### src/rtl/pwmled_fader.sv
// Multi-channel PWM LED driver with per-channel hardware fading toward a bus-written target.
// Define CLRLED_BITREV_EN to compare against the bit-reversed counter (spread on-time).
module pwmled_fader #(
    parameter int NLED = 12,
    parameter int BW   = 9,
    parameter int AW   = 4
) (
    input  logic            i_clk,
    input  logic            i_reset_n,
    input  logic            i_stb,
    input  logic            i_we,
    input  logic [AW-1:0]   i_addr,
    input  logic [31:0]     i_data,
    output logic            o_ack,
    output logic [31:0]     o_data,
    output logic [NLED-1:0] o_led
);

    logic [BW-1:0] cnt;
    logic [BW-1:0] cmp;
    logic          wrap;

    logic [BW-1:0] level    [NLED];
    logic [BW-1:0] target   [NLED];
    logic [7:0]    interval [NLED];
    logic [7:0]    div      [NLED];

    logic [NLED-1:0] wr_sel;
    logic [31:0]     rd_word;

    assign wrap = &cnt;

`ifdef CLRLED_BITREV_EN
    for (genvar i = 0; i < BW; i++) begin : g_bitrev
        assign cmp[i] = cnt[BW-1-i];
    end
`else
    assign cmp = cnt;
`endif

    // Address decode: out-of-range channels select nothing and read back zero.
    always_comb begin
        // NOTE: every output of this block gets a default first, so no latch is inferred.
        wr_sel  = '0;
        rd_word = '0;
        for (int k = 0; k < NLED; k++) begin
            if (i_addr == AW'(k)) begin
                wr_sel[k] = i_stb & i_we;
                rd_word   = {(level[k] != target[k]), 7'h0, interval[k], 16'(level[k])};
            end
        end
    end

    always_ff @(posedge i_clk or negedge i_reset_n) begin
        if (!i_reset_n) begin
            cnt    <= '0;
            o_led  <= '0;
            o_ack  <= 1'b0;
            o_data <= '0;
            // NOTE: the per-channel arrays are plain flops, not RAM, so they are reset too.
            for (int k = 0; k < NLED; k++) begin
                level[k]    <= '0;
                target[k]   <= '0;
                interval[k] <= '0;
                div[k]      <= '0;
            end
        end else begin
            // NOTE: all state uses non-blocking assignment so every flop samples pre-edge values.
            cnt    <= cnt + BW'(1);
            o_ack  <= i_stb;
            o_data <= (i_stb && !i_we) ? rd_word : '0;
            for (int k = 0; k < NLED; k++) begin
                o_led[k] <= (cmp < level[k]);
                if (wr_sel[k]) begin
                    // A write always wins over a step due in the same cycle.
                    target[k]   <= i_data[BW-1:0];
                    interval[k] <= i_data[23:16];
                    div[k]      <= i_data[23:16];
                end else if (level[k] != target[k]) begin
                    if (interval[k] == 8'd0) begin
                        level[k] <= target[k];
                    end else if (wrap) begin
                        if (div[k] <= 8'd1) begin
                            level[k] <= (level[k] < target[k]) ? level[k] + BW'(1)
                                                               : level[k] - BW'(1);
                            div[k]   <= interval[k];
                        end else begin
                            div[k] <= div[k] - 8'd1;
                        end
                    end
                end
            end
        end
    end

endmodule

### config.mk
export PLATFORM = sky130hd
export DESIGN_NAME = pwmled_fader
export DESIGN_NICKNAME = d
export VERILOG_FILES = /design/src/rtl/pwmled_fader.sv
export SDC_FILE = /design/constraint.sdc
export NUM_CORES = 2
export LEC_CHECK = 0
export CAP_MARGIN = 10
export CORE_UTILIZATION = 45
export CTS_BUF_LIST = sky130_fd_sc_hd__clkbuf_8
export DETAILED_ROUTE_END_ITERATION = 6
export PLACE_DENSITY_LB_ADDON = 0.3
export RECOVER_POWER = 50
export REMOVE_ABC_BUFFERS = 1
export SETUP_SLACK_MARGIN = 0.15
export SLEW_MARGIN = 20
export SYNTH_ARGS = -nofsm -noshare
export SYNTH_HDL_FRONTEND = slang
export SYNTH_SLANG_ARGS = --single-unit
### constraint.sdc
create_clock -name i_clk -period 5.8 [get_ports i_clk]
set_input_delay 1.16 -clock i_clk [delete_from_list [all_inputs] [get_ports i_clk]]
set_output_delay 1.16 -clock i_clk [all_outputs]
set_load 0.01 [all_outputs]
==> impl_metrics.yaml <==
route:
  wl_per_cell_um: 20.3
  vias_per_cell: 5.84
  drc: 0
  antenna_left: 0
  totalWireLength_um: 96400
  drt-pass1-iter-count: 6
  num_vias: 27700
  drt_iter0_markers: 2836
sta:
  slew_headroom: -0.934
  timing.hold.ws_ns: 0.497
  max_freq_mhz: 225
  fin_ws_ns: 1.36
  worst_slew_pin_slew_ns: 2.90
  min_period_ns: 4.44
  fin_worst_skew_ns: 0.0323
  rsz0062_at_grt: "no"
  hold_viol: 0
  finalSetupViolations: 0
  finalSetupTns_ns: 0
  fin_crit_sh: 0.765
  drv_slew: 218
hold_path:
  hold_class: "flop to flop"
synth:
  synthFlopType: "dfrtp_1"
  async_reset_ff_frac: 1.00
  syn_inst: 3728
  syn_area_mm2: 0.0311
  synth_xor_area_frac: 0.0402
  yosys_register_bits: 448
  synth_compound_area_frac: 0.185
  synthAdderAreaFrac: 0.134
  muxShareOfSynthArea: 0.0237
  synth-edff-count: 0
  ys_warn_count: 0
  syn_avg_cell_area_um2: 8.35
  synth-seq-area-share: 0.360
  synth_top_family_by_area: "simple AND/OR/NAND/NOR gates"
  synthSimpleGateAreaFrac: 0.200
  synth.distinct_cells: 74
clocking:
  post-cts-setup-buffers: 0
  clkLatencyLatePin_ns: 0.71
  ctsResizeCount: 0
  cts_hold_buf: 0
  cts_sinks: 448
  cts_max_level: 3
  numCtsBuffers: 87
  clk_path_buf_depth: 3
  path_clk_slew_ns: 0.06
  cts-root-buf: "clkbuf_8"
  cts_tree: "yes"
critical_path:
  criticalPathCategory: "flop to flop"
  start_kind: "flop"
  worstPathArrival_ns: 5.04
  cp_num_buf_inv: 2
  crit_required_ns: 6.40
  crit_path_max_fanout: 20
  max_stage_delay_ns: 1.15
  crit_family: "buffers and inverters"
  path_cells: "clkbuf_1, nand3_1, nor2_1, and3_1, ha_1, buf_4, o2111ai_1, a211o_1, or3_1, o211ai_1"
  cp_slowest_cell: "clkbuf_1"
  end_kind: "flop"
final_layout:
  stdcell_area_mm2: 0.0346
  drive_above_1_share: 0.0777
  final_nets: 4159
  final_core_util: 0.505
  area_growth_pct: 11.0
floorplanning:
  initial_core_util: 0.455
  die_h_um: 265
  core_mm2: 0.0685
  top_level_ports: 85
  rows: 96
  die_width_um: 265
  dieArea_mm2: 0.0702
outcome:
  outcome: "finished, violations left"
  violations: "capacitance limit, slew limit"
global_routing:
  grt_overflow: 0
  grt_pass1_wl_um: 150000
  grtUsageTotal: 0.276
  grt_pass1_vias: 25600
  grt_antenna_before_repair: 4
  grt_max_degree: 123
power:
  p_int_uw: 10500
  vdd_drop_max_mv: 0.274
  clkPwrFrac: 0.190
  power.leakage_uw: 0.0166
  p_per_area_mw_per_mm2: 537
  switching_share: 0.436
  p_sw_uw: 8090
  power_frac_seq: 0.269
  p_comb_frac: 0.541
place:
  dp_slack_ns: 1.03
  place.port_buffers: 55
  place_hpwl_um: 66800
  placedInstanceArea_mm2: 0.0327
  place.gp.congestion: 0.979
run:
  drv_cap: 6
-- area by class of cell --
cell class	instances	area, um2
antenna	2	5.00
tap	882	1100
clock inverter	48	430
clock buffer	107	1470
timing repair buffer	122	1030
inverter	283	1060
multi-input combinational	2851	18300
fill	6469	33900
sequential	448	11200
-- sequential cells by signal, summed over array words and instances (netlist names) --
| signal | cells |
|---|---|
| cmp | 9 |
| div | 96 |
| interval | 96 |
| level | 108 |
| o_ack | 1 |
| o_data | 18 |
| o_led | 12 |
| target | 108 |
-- cells in the mapped netlist, types with 11 or more instances --
library cell  number  area, um2
nand2_1          677       2540
dfrtp_1          448      11200
ha_1             314       3930
nor2_1           289       1080
inv_1            282       1060
a21oi_1          249       1250
o21ai_0          232       1160
nand3_1          129        646
xnor2_1          113        990
clkbuf_1         109        409
nor3_1            96        480
o211ai_1          78        586
a22oi_1           62        465
a31oi_1           38        238
nand2b_1          38        238
o21bai_1          34        255
nor4_1            33        206
xor2_1            30        263
a21o_1            29        218
and2_1            26        163
o21a_1            26        195
o41ai_1           23        201
mux2i_1           22        220
buf_2             20        100
nand4_1           19        119
nor2b_1           19        119
or3_1             19        119
buf_4             18        135
mux2_2            16        180
mux4_2            15        338
a2111oi_0         14        123
a211oi_1          13       97.6
or2_2             13       81.3
a21oi_2           12        105
fa_1              12        240
o221a_2           12        135
o221ai_1          11       96.3
-- cell families (layout without fill, tap and decap cells) --
| logic type | Yosys count | after routing |
|---|---|---|
| simple gates | 1408 | 1408 |
| fa+ha+maj | 326 | 326 |
| compound gates | 907 | 907 |
| mux | 53 | 53 |
| other cells | 1 | 16 |
| flops | 448 | 448 |
| buf+inv | 442 | 560 |
| xor+xnor | 143 | 143 |
-- final timing paths --
check	from	end	slack [ns]	cells past startpoint
min in group asynchronous	i_reset_n	o_led[0]	1.34	1
min reg2reg	cmp[1]	cmp[1]	0.50	1
max	cmp[3]	level[26]	1.36	10
min	cmp[1]	cmp[1]	0.50	1
max in group asynchronous	i_reset_n	div[9]	1.57	2
max reg2reg	cmp[3]	level[26]	1.36	10
-- layout by cell type (no fill, tap or decap), types with 33 or more instances in the layout --
| master | Yosys | final |
|---|---|---|
| nand2_1 | 677 | 677 |
| xnor2_1 | 113 | 113 |
| a31oi_1 | 38 | 38 |
| clkbuf_8 | 0 | 107 |
| nand3_1 | 129 | 129 |
| clkdlybuf4s50_1 | 0 | 48 |
| ha_1 | 314 | 314 |
| buf_4 | 18 | 60 |
| nor4_1 | 33 | 33 |
| o211ai_1 | 78 | 78 |
| nor2_1 | 289 | 285 |
| inv_1 | 282 | 297 |
| o21ai_0 | 232 | 232 |
| nand2b_1 | 38 | 38 |
| a22oi_1 | 62 | 62 |
| dfrtp_1 | 448 | 448 |
| o21bai_1 | 34 | 34 |
| a21oi_1 | 249 | 249 |
| nor3_1 | 96 | 91 |
-- per-stage QoR --
step | power, uW | instances
floorplan | 12600 | 3582
detailed placement | 14900 | 4584
global placement | 14700 | 4584
global route | 20300 | 4742
CTS | 18500 | 4739
finish | 18600 | 4743
-- routing by layer --
metal / up-vias / global-route usage / routed length [um] / share of wire
met5: - / 0 / 11 / 0.00011
met4: 2 / 0.111 / 3440 / 0.036
met3: 184 / 0.0466 / 7950 / 0.082
met2: 1041 / 0.411 / 41600 / 0.43
met1: 13300 / 0.397 / 43500 / 0.45
li1: 13200 / - / - / -
-- power groups by stage --
stage	logic, uW	registers (uW)	clock network (uW)
5_1_grt	11400	5110	3730
6_report	10000	5000	3520
4_1_cts	9960	4970	3580
3_3_place_gp	9690	5000	0
3_5_place_dp	9880	5020	0
2_1_floorplan	8010	4610	0
Note: power is estimated with default switching activity, not from simulation.
